## src/rtl/serv_bufreg_w_pkg.sv

```systemverilog
// Shared types and helpers for the serial buffer register (address/JALR adder, streamer).
// Latency: n/a (package only).
// Backpressure: n/a (package only).
package serv_bufreg_w_pkg;

  // Architectural register width; the block always walks one 32-bit word.
  localparam int ADR_W = 32;

  // Access size encoding as presented by the decoder.
  typedef enum logic [1:0] {
    SZ_BYTE = 2'b00,
    SZ_HALF = 2'b01,
    SZ_WORD = 2'b10,
    SZ_RSVD = 2'b11
  } size_e;

  // Misalignment of a captured address for a given access size.
  // The reserved size encoding is always reported as misaligned.
  function automatic logic misaligned(input logic [1:0] size, input logic [1:0] lsb);
    logic m;
    m = 1'b1;
    case (size)
      SZ_BYTE: m = 1'b0;
      SZ_HALF: m = lsb[0];
      SZ_WORD: m = |lsb;
      default: m = 1'b1;
    endcase
    return m;
  endfunction

endpackage

```

## src/rtl/serv_bufreg_w_if.sv

```systemverilog
// Chunk-serial bus between decoder/state block and the buffer register.
// Latency: n/a (wiring only).
// Backpressure: none; the producer qualifies every chunk with i_en.
//
// Ports (seen from the buffer register, slave modport):
//   in : i_en, i_init, i_mdu_op, i_rs1_en, i_imm_en, i_clr_lsb, i_shift_op,
//        i_right_shift_op, i_sh_signed, i_size[1:0], i_rs1[W], i_imm[W], i_shamt_lsb[LB+1]
//   out: o_q[W], o_last, o_lsb[1:0], o_misalign, o_dbus_adr[32], o_ext_rs1[32]
interface serv_bufreg_w_if #(
  parameter int W  = 4,
  parameter int LB = $clog2(W)
);
  import serv_bufreg_w_pkg::*;

  logic             i_en;
  logic             i_init;
  logic             i_mdu_op;
  logic             i_rs1_en;
  logic             i_imm_en;
  logic             i_clr_lsb;
  logic             i_shift_op;
  logic             i_right_shift_op;
  logic             i_sh_signed;
  logic [1:0]       i_size;
  logic [W-1:0]     i_rs1;
  logic [W-1:0]     i_imm;
  logic [LB:0]      i_shamt_lsb;

  logic [W-1:0]     o_q;
  logic             o_last;
  logic [1:0]       o_lsb;
  logic             o_misalign;
  logic [ADR_W-1:0] o_dbus_adr;
  logic [ADR_W-1:0] o_ext_rs1;

  modport master (
    output i_en, i_init, i_mdu_op, i_rs1_en, i_imm_en, i_clr_lsb, i_shift_op,
           i_right_shift_op, i_sh_signed, i_size, i_rs1, i_imm, i_shamt_lsb,
    input  o_q, o_last, o_lsb, o_misalign, o_dbus_adr, o_ext_rs1
  );

  modport slave (
    input  i_en, i_init, i_mdu_op, i_rs1_en, i_imm_en, i_clr_lsb, i_shift_op,
           i_right_shift_op, i_sh_signed, i_size, i_rs1, i_imm, i_shamt_lsb,
    output o_q, o_last, o_lsb, o_misalign, o_dbus_adr, o_ext_rs1
  );

endinterface

```

## src/rtl/serv_bufreg_w_shift.sv

```systemverilog
// Intra-chunk shifter: shifts each W-bit chunk and carries spilled bits into the next chunk.
// Latency: o_q combinational from i_d; spill register updates one cycle after each i_en.
// Backpressure: none; state advances only on i_en and is held otherwise.
//
// Ports: i_clk, i_rst_n, i_en (chunk valid), i_chunk0 (word start), i_shift_op,
//        i_right_shift_op, i_shamt_lsb[LB+1], i_d[W] (chunk in), o_q[W] (chunk out).
module serv_bufreg_w_shift #(
  parameter int W  = 4,
  parameter int LB = $clog2(W)
) (
  input  logic         i_clk,
  input  logic         i_rst_n,
  input  logic         i_en,
  input  logic         i_chunk0,
  input  logic         i_shift_op,
  input  logic         i_right_shift_op,
  input  logic [LB:0]  i_shamt_lsb,
  input  logic [W-1:0] i_d,
  output logic [W-1:0] o_q
);

  logic [LB:0]    w_s;
  logic [2*W-1:0] w_sh;
  // Upper half of the previous chunk's shifted value: the bits that spill
  // over the chunk boundary and belong in the next chunk.
  logic [W-1:0]   r_prev;

  // A right shift by n inside a chunk is a left shift by W-n whose result is
  // taken one chunk later, so both directions share one left shifter.
  always_comb begin
    w_s = '0;
    if (i_shift_op) begin
      if (!i_right_shift_op) begin
        w_s = i_shamt_lsb;
      end else if (i_shamt_lsb != '0) begin
        w_s = (LB+1)'(W) - i_shamt_lsb;
      end
    end
  end

  assign w_sh = {{W{1'b0}}, i_d} << w_s;
  assign o_q  = i_en ? (w_sh[W-1:0] | r_prev) : '0;

  // A load on i_en takes priority over the idle clear at word start.
  always_ff @(posedge i_clk or negedge i_rst_n) begin
    if (!i_rst_n) begin
      r_prev <= '0;
    end else if (i_en) begin
      r_prev <= w_sh[2*W-1:W];
    end else if (i_chunk0) begin
      r_prev <= '0;
    end
  end

endmodule

```

## src/rtl/serv_bufreg_w.sv

```systemverilog
// Buffer register: serial rs1+imm adder (dbus address / JALR target) and shifting word streamer.
// Latency: one W-bit chunk per i_en; o_dbus_adr final the cycle after o_last of an init pass.
// Backpressure: none; every i_en cycle consumes a chunk, idle cycles hold state and clear carry.
//
// Ports: i_clk, i_rst_n (async, active low), bus (serv_bufreg_w_if.slave):
//   control i_en/i_init/i_mdu_op/i_rs1_en/i_imm_en/i_clr_lsb/i_shift_op/i_right_shift_op/
//   i_sh_signed/i_size, data i_rs1/i_imm/i_shamt_lsb; results o_q/o_last/o_lsb/o_misalign/
//   o_dbus_adr/o_ext_rs1.
module serv_bufreg_w
  import serv_bufreg_w_pkg::*;
#(
  parameter int W   = 4,
  parameter int MDU = 0,
  parameter int LB  = $clog2(W)
) (
  input  logic            i_clk,
  input  logic            i_rst_n,
  serv_bufreg_w_if.slave  bus
);

  localparam int CHUNKS = ADR_W / W;
  localparam int CW     = $clog2(CHUNKS);

  if (!(W == 1 || W == 2 || W == 4 || W == 8)) begin : g_bad_w
    $error("serv_bufreg_w: W must be 1, 2, 4 or 8");
  end

  logic [CW-1:0]    r_cnt;
  logic             r_c;
  logic [ADR_W-1:0] r_data;
  logic [1:0]       r_lsb;

  logic             w_chunk0;
  logic             w_last_chunk;
  logic [W-1:0]     w_rs1;
  logic [W-1:0]     w_imm;
  logic [W:0]       w_sum;
  logic [W-1:0]     w_q;
  logic             w_c;
  logic [W-1:0]     w_fill;

  // Chunk position within the word.
  assign w_chunk0     = (r_cnt == '0);
  assign w_last_chunk = (r_cnt == CW'(CHUNKS-1));

  always_ff @(posedge i_clk or negedge i_rst_n) begin
    if (!i_rst_n) begin
      r_cnt <= '0;
    end else if (bus.i_en) begin
      r_cnt <= w_last_chunk ? '0 : r_cnt + 1'b1;
    end
  end

  // Serial adder. JALR clears bit 0 of the target by masking imm bit 0 on chunk 0.
  always_comb begin
    w_rs1 = bus.i_rs1_en ? bus.i_rs1 : '0;
    w_imm = '0;
    if (bus.i_imm_en) begin
      w_imm = bus.i_imm;
      if (bus.i_clr_lsb && w_chunk0) begin
        w_imm[0] = 1'b0;
      end
    end
  end

  assign w_sum = {1'b0, w_rs1} + {1'b0, w_imm} + {{W{1'b0}}, r_c};
  assign w_q   = w_sum[W-1:0];
  assign w_c   = w_sum[W];

  // Carry only survives between consecutive chunks of the same word.
  always_ff @(posedge i_clk or negedge i_rst_n) begin
    if (!i_rst_n) begin
      r_c <= 1'b0;
    end else begin
      r_c <= w_c & bus.i_en & ~w_last_chunk;
    end
  end

  // Data register shifts right one chunk per i_en, new chunk enters at the top.
  assign w_fill = bus.i_sh_signed ? {W{r_data[ADR_W-1]}} : '0;

  always_ff @(posedge i_clk or negedge i_rst_n) begin
    if (!i_rst_n) begin
      r_data <= '0;
    end else if (bus.i_en) begin
      r_data <= {bus.i_init ? w_q : w_fill, r_data[ADR_W-1:W]};
    end
  end

  // Address bits [1:0]: one chunk at W>=2, two consecutive bits at W=1.
  if (W >= 2) begin : g_lsb_wide
    always_ff @(posedge i_clk or negedge i_rst_n) begin
      if (!i_rst_n) begin
        r_lsb <= '0;
      end else if (bus.i_en && bus.i_init && w_chunk0) begin
        r_lsb <= w_q[1:0];
      end
    end
  end else begin : g_lsb_serial
    always_ff @(posedge i_clk or negedge i_rst_n) begin
      if (!i_rst_n) begin
        r_lsb <= '0;
      end else if (bus.i_en && bus.i_init && (r_cnt < CW'(2))) begin
        r_lsb <= {w_q, r_lsb[1]};
      end
    end
  end

  serv_bufreg_w_shift #(
    .W  (W),
    .LB (LB)
  ) u_shift (
    .i_clk            (i_clk),
    .i_rst_n          (i_rst_n),
    .i_en             (bus.i_en),
    .i_chunk0         (w_chunk0),
    .i_shift_op       (bus.i_shift_op),
    .i_right_shift_op (bus.i_right_shift_op),
    .i_shamt_lsb      (bus.i_shamt_lsb),
    .i_d              (r_data[W-1:0]),
    .o_q              (bus.o_q)
  );

  assign bus.o_last     = bus.i_en & w_last_chunk;
  // The MDU reuses the lsb path for its own purposes; hide it from the LSU then.
  assign bus.o_lsb      = ((MDU != 0) && bus.i_mdu_op) ? 2'b00 : r_lsb;
  assign bus.o_misalign = misaligned(bus.i_size, r_lsb);
  assign bus.o_dbus_adr = {r_data[ADR_W-1:2], 2'b00};
  assign bus.o_ext_rs1  = r_data;

endmodule

```

## src/flat_wrapper.sv

```systemverilog
// flat-port wrapper written by rule: the top's interface ports become plain ports
module serv_bufreg_w_flat import serv_bufreg_w_pkg::*;
#(
  parameter int W   = 4,
  parameter int MDU = 0,
  parameter int LB  = $clog2(W)
)
  (i_clk, i_rst_n, bus_i_en, bus_i_init, bus_i_mdu_op, bus_i_rs1_en, bus_i_imm_en, bus_i_clr_lsb, bus_i_shift_op, bus_i_right_shift_op, bus_i_sh_signed, bus_i_size, bus_i_rs1, bus_i_imm, bus_i_shamt_lsb, bus_o_q, bus_o_last, bus_o_lsb, bus_o_misalign, bus_o_dbus_adr, bus_o_ext_rs1);
  serv_bufreg_w_if #(.W(W), .LB(LB)) bus_i ();
  input  logic i_clk;
  input  logic i_rst_n;
  input wire logic [$bits(bus_i.i_en)-1:0] bus_i_en;
  input wire logic [$bits(bus_i.i_init)-1:0] bus_i_init;
  input wire logic [$bits(bus_i.i_mdu_op)-1:0] bus_i_mdu_op;
  input wire logic [$bits(bus_i.i_rs1_en)-1:0] bus_i_rs1_en;
  input wire logic [$bits(bus_i.i_imm_en)-1:0] bus_i_imm_en;
  input wire logic [$bits(bus_i.i_clr_lsb)-1:0] bus_i_clr_lsb;
  input wire logic [$bits(bus_i.i_shift_op)-1:0] bus_i_shift_op;
  input wire logic [$bits(bus_i.i_right_shift_op)-1:0] bus_i_right_shift_op;
  input wire logic [$bits(bus_i.i_sh_signed)-1:0] bus_i_sh_signed;
  input wire logic [$bits(bus_i.i_size)-1:0] bus_i_size;
  input wire logic [$bits(bus_i.i_rs1)-1:0] bus_i_rs1;
  input wire logic [$bits(bus_i.i_imm)-1:0] bus_i_imm;
  input wire logic [$bits(bus_i.i_shamt_lsb)-1:0] bus_i_shamt_lsb;
  output wire logic [$bits(bus_i.o_q)-1:0] bus_o_q;
  output wire logic [$bits(bus_i.o_last)-1:0] bus_o_last;
  output wire logic [$bits(bus_i.o_lsb)-1:0] bus_o_lsb;
  output wire logic [$bits(bus_i.o_misalign)-1:0] bus_o_misalign;
  output wire logic [$bits(bus_i.o_dbus_adr)-1:0] bus_o_dbus_adr;
  output wire logic [$bits(bus_i.o_ext_rs1)-1:0] bus_o_ext_rs1;
  assign bus_i.i_en = bus_i_en;
  assign bus_i.i_init = bus_i_init;
  assign bus_i.i_mdu_op = bus_i_mdu_op;
  assign bus_i.i_rs1_en = bus_i_rs1_en;
  assign bus_i.i_imm_en = bus_i_imm_en;
  assign bus_i.i_clr_lsb = bus_i_clr_lsb;
  assign bus_i.i_shift_op = bus_i_shift_op;
  assign bus_i.i_right_shift_op = bus_i_right_shift_op;
  assign bus_i.i_sh_signed = bus_i_sh_signed;
  assign bus_i.i_size = bus_i_size;
  assign bus_i.i_rs1 = bus_i_rs1;
  assign bus_i.i_imm = bus_i_imm;
  assign bus_i.i_shamt_lsb = bus_i_shamt_lsb;
  assign bus_o_q = bus_i.o_q;
  assign bus_o_last = bus_i.o_last;
  assign bus_o_lsb = bus_i.o_lsb;
  assign bus_o_misalign = bus_i.o_misalign;
  assign bus_o_dbus_adr = bus_i.o_dbus_adr;
  assign bus_o_ext_rs1 = bus_i.o_ext_rs1;
  serv_bufreg_w #(.W(W), .MDU(MDU), .LB(LB)) u_core (.i_clk(i_clk), .i_rst_n(i_rst_n), .bus(bus_i));
endmodule
```

## config.mk

```make
export PLATFORM = sky130hd
export DESIGN_NAME = serv_bufreg_w_flat
export DESIGN_NICKNAME = d
export VERILOG_FILES = /design/src/rtl/serv_bufreg_w_pkg.sv /design/src/rtl/serv_bufreg_w_if.sv /design/src/rtl/serv_bufreg_w_shift.sv /design/src/rtl/serv_bufreg_w.sv /design/src/flat_wrapper.sv
export SDC_FILE = /design/constraint.sdc
export NUM_CORES = 1
export LEC_CHECK = 0
export CORE_ASPECT_RATIO = 1.1
export CORE_MARGIN = 3
export CORE_UTILIZATION = 44
export CTS_BUF_LIST = sky130_fd_sc_hd__clkbuf_16
export DETAILED_ROUTE_END_ITERATION = 10
export PLACE_DENSITY = 0.81
export RECOVER_POWER = 100
export SLEW_MARGIN = 20
export SYNTH_ARGS = -nofsm -noshare
export SYNTH_HDL_FRONTEND = slang
export SYNTH_SLANG_ARGS = --single-unit
export TNS_END_PERCENT = 50
```

## constraint.sdc

```tcl
create_clock -name i_clk -period 2.84 [get_ports i_clk]
set_clock_uncertainty 0.15 [all_clocks]
set_input_delay 0.568 -clock i_clk [delete_from_list [all_inputs] [get_ports i_clk]]
set_output_delay 0.568 -clock i_clk [all_outputs]
set_load 0.005 [all_outputs]
```

# == Word-level counts from Yosys, hierarchy flattened ==
# Cells that the tools add are included.
# word_totals
word_cells,42
input_bits,24
reg_bits,42
out_inout_bits,72
# classes
mux,13
bitwise,5
n_eq_ne,4
n_shift,1
addsub,4
n_reduce_logical,9
# ops
op,count
2-to-1 mux 4 bit,7
2-to-1 mux 3 bit,4
left shift 4 x 3 -> 8 bit,1
adder 4 x 4 -> 5 bit,1
adder 5 x 1 -> 5 bit,1
bitwise OR 4 bit,1
"adder 3 x 1 -> 3 bit, second input constant",1
bitwise AND 1 bit,3
"equality test 3 bit, second input constant",1
logical AND 1 bit,3
zero test 3 bit,1
one-hot mux 1 bit (3 select lines),1
nonzero test 3 bit,1
"subtractor 3 bit, first input constant",1
"equality test 2 x 1 -> 1 bit, second input constant",1
"equality test 2 bit, second input constant",1
zero test 2 bit,1
"inequality test 2 bit, second input constant",1
AND reduction 2 bit,1
nonzero test 2 bit,1
OR reduction 2 bit,1
2-to-1 mux 1 bit,1
inverter 1 bit,1

# == Logic depth before layout (Yosys ltp) ==
# logic_depth
ltp_word,8
mapped_depth,9

# == By module ==
# From an unflattened synthesis, not the netlist that was laid out.
# unflattened
cells_unflattened,215
hier_area_um2,2408.6
# modules_own_cells
mod,area_per_inst_um2,n_inst,cells_each,seq_area_each_um2
serv_bufreg_w,1938.1,1,159,950.9
serv_bufreg_w_shift,470.5,1,56,100.1

# == Worst setup path after synthesis ==
# Ideal clock, no wire load.
# synth_timing
path_type,input-to-output
from,input bus_i_shamt_lsb[0]
to,output bus_o_q[2]
arrival_time_ns,1.839
setup_slack_ns,0.283
cell_stages,7
required_ns,2.122
path_cell_list,clkbuf_8 > inv_1 > ha_1 > mux2_4 > and4_4 > a211oi_2 > o21ai_1
# synth_between
elab_chain_len,7
# synth_lines
element,line_no,source
from (decl),flat_wrapper.sv:24,input wire logic [$bits(bus_i.i_shamt_lsb)-1:0] bus_i_shamt_lsb;
subtractor 3 bit or nonzero test 3 bit (tied branches),"serv_bufreg_w_shift.sv:36, serv_bufreg_w_shift.sv:35",
2-to-1 mux 3 bit,serv_bufreg_w_shift.sv:35,end else if (i_shamt_lsb != '0) begin
2-to-1 mux 3 bit (*),serv_bufreg_w_shift.sv:33,if (!i_right_shift_op) begin
2-to-1 mux 3 bit (*),serv_bufreg_w_shift.sv:32,if (i_shift_op) begin
left shift 4 x 3 -> 8 bit (*),serv_bufreg_w_shift.sv:41,"assign w_sh = {{W{1'b0}}, i_d} << w_s;"
bitwise OR 4 bit (*),serv_bufreg_w_shift.sv:42,assign o_q = i_en ? (w_sh[W-1:0] | r_prev) : '0;
2-to-1 mux 4 bit (*),serv_bufreg_w_shift.sv:42,
to (decl),flat_wrapper.sv:25,output wire logic [$bits(bus_i.o_q)-1:0] bus_o_q;
# Mark *: on every way between the ends. The rest lies on a longest branch, timed or not.

# == Worst setup path in the final report ==
# layout_timing
from,input bus_i_shamt_lsb[0]
to,output bus_o_q[3]
# The elaborated chain is that of the path after synthesis.

==> run metrics <==
via count 1864; Final Hold Viols 0; worst vdd ir 326 uV; final worst-path setup slack 0.0609 ns; prevailing post-synth register cell dfrtp_1; largest fanout on the critical path 4; CP arrival 2.06 ns; fin crit share 97.9%; CTS root buffer clkbuf_16; reg2reg end u_core.bus.o_ext_rs1[30]; clk buf depth 2; detailed router's first-iteration violation count 90; WL final 5.29 mm; FP Rows 27; initial antenna violation count 0; post-synthesis sequential area ratio 43.3%; Clk pin slew, worst setup/hold paths 0.06 ns; final RePlAce weighted congestion 0.909; fin cells 370; area of the multi-input gates 0.00106 sq mm; global-route wire length before repair 8.87 mm; Yosys reg bits 42; wire length on met1 2.13 mm; Register Area 0.00105 sq mm; Area growth, synth to finish 40.9%; Reg2Reg Depth 9; layout cell share with drive strength beyond 1 24.2%; Core Area 0.00517 sq mm; Synth Area in Adders 5.26%; CTS tree yes; Post-Synth Simple-Gate Area 9.23%; pre-CTS worst setup slack -0.531 ns; Required @ worst endpoint 2.12 ns; final instance area 0.00342 sq mm; Max Slew Vio Count 0; Post-Place Cells 357; largest family of logic cells by synthesized area multiplexers; synth unique cells 43; Crit Path Category in2out; CTS sink count 42; PwrDens 708 mW/mm^2; Final ANT Viol Nets 0; placed cell areas 0.00324 sq mm; chip height 83.9 microns; nets 330; TritonRoute pass-1 iters 4; I/O Pins 96; Num CTS Buffers 5; Leak Pwr 1.58 nW; Syn Std Cell Area 0.00243 sq mm; vias in the first global route 1893; WL/cell 14.3 microns; total grt overflow 0; final setup fails 0; Total Die Area 0.00644 sq mm; ys async rst share 100%; nature of the critical path endpoint output port; RSZ-0062 raised after global routing true; Slew @ Worst Pin 1.02 ns; Vias/cell 5.04; Starting Density 47.0%; largest net degree at the start of global routing 43; final hold slack 0.314 ns; post-DP HPWL 4.03 mm; Slew headroom 31.8%; f_max 360 MHz; diode count 0; Total Routing Usage GR 16.8%; worst hold path type in2async; top sig layer met4; PortBufs 92; fillers 441; htree depth 2; Hold-fix buffers, CTS 0; Die W 76.8 microns; status finished clean; fraction of the mapped netlist area in compound gates 10.4%; reg2reg start u_core.r_cnt[0]; mux contribution to synthesized area 17.1%; clk_lat worst skew 0.27 ns; Max Cap Viol 0; Post-synth EDFFs 0; DRC 0; synth warn 0; crit path launch type primary input; post-synthesis area per instance 11.2 sq um; met2 WL 2.71 mm; met3 wire length 394 microns; Final Core Density 66.2%; min cycle time layout 2.78 ns; Reg2Reg Setup Slack 0.35 ns; Post-Synthesis Cells 216; Post-Synth XOR/XNOR Area 0.722%
==> final cells by class <==
| type | instances | area share, % |
|---|---|---|
| clock buffers | 5 | 3.66 |
| clock inverters | 3 | 0.512 |
| inverters | 7 | 0.768 |
| multi-input cells | 128 | 31.1 |
| flip-flops and latches | 42 | 30.7 |
| well taps | 72 | 2.63 |
| repair buffers | 113 | 30.6 |
==> sequential cells by signal (all words and copies together) (netlist names) <==
register	cells
u_core.bus.o_ext_rs1	32
u_core.u_shift.r_prev	4
u_core.r_cnt	3
u_core.bus.o_lsb	2
u_core.r_c	1
==> cell usage after synthesis, types with 2 or more instances <==
library cell	instances	area (sq um)
dfrtp_1	42	1050
buf_4	32	240
mux2_2	32	360
a21oi_1	12	60.1
and2_1	9	56.3
nand2_1	9	33.8
nand3_1	9	45.0
nor2_1	9	33.8
ha_1	7	87.6
inv_1	7	26.3
buf_2	4	20.0
mux2i_1	4	40.0
o21ai_0	3	15.0
a21o_1	2	15.0
a41oi_1	2	17.5
buf_6	2	22.5
clkbuf_8	2	27.5
fa_1	2	40.0
nand2b_1	2	12.5
o21ai_1	2	10.0
==> stage by stage <==
step                      power, W  TNS, ns
after floorplan            0.00144        0
after global placement     0.00198    -1.88
after detailed placement   0.00201    -1.95
after CTS                  0.00256        0
after global routing       0.00258  -0.0176
final                      0.00242        0
==> placed cells by master (no fill, tap or decap), types with 3 or more instances in the layout <==
cell type        Yosys  final
dlygate4sd3_1        0     63
dlygate4sd2_1        0      4
a21oi_1             12     12
nand2_1              9      9
dfrtp_1             42     42
mux2_2              32     32
buf_4               32     20
mux2i_1              4      4
o21ai_1              2      3
nand3_1              9      8
clkbuf_16            0      5
clkdlybuf4s50_1      0     20
ha_1                 7      6
nor2_1               9      8
inv_1                7      6
and2_1               9      8
clkbuf_1             0      4
==> worst max-delay path by stage <==
| stage | startpoint | to | cells past startpoint |
|---|---|---|---|
| floorplan | bus_i_shamt_lsb[0] | bus_o_q[2] | 7 |
| global placement | bus_i_shamt_lsb[0] | bus_o_q[2] | 8 |
| detailed placement | bus_i_shamt_lsb[0] | bus_o_q[2] | 8 |
| CTS | bus_i_shamt_lsb[0] | bus_o_q[3] | 9 |
| global route | bus_i_shamt_lsb[1] | bus_o_q[3] | 9 |
| finish | bus_i_shamt_lsb[0] | bus_o_q[3] | 9 |
==> layer usage <==
layer  vias to the layer above  GRT usage, %
li1                        884             -
met1                       895          20.2
met2                        77          28.8
met3                         8          5.29
met4                         0          4.45
met5                         -             0
==> cell families after synthesis <==
| family | Yosys count |
|---|---|
| AOI/OAI and AO/OA | 34 |
| xor gates and xnor gates | 2 |
| adders and majority gates | 9 |
| buffers and inverters | 47 |
| DFF | 42 |
| muxes | 37 |
| other | 1 |
| and+or+nand+nor | 44 |
==> worst max-delay path, stage by stage <==
cell,delay [ns]
dlygate4sd2_1,0.25
inv_2,0.08
ha_4,0.20
mux2_4,0.29
buf_4,0.15
nor2_2,0.10
o21ai_1,0.08
o21ai_1,0.12
clkdlybuf4s15_1,0.22
==> power by group <==
part	switching, W	internal [W]
Clock	0.000212	0.000322
Combinational	0.000327	0.000616
Sequential	0.000174	0.000769
Total	0.000714	0.00171
==> repair_timing <==
action	4_1_cts	5_1_grt
gates resized for setup	11	7
setup endpoints to repair	4	4
setup buffers	5	0
pin swaps	5	3
(Power assumes the default switching activity.)
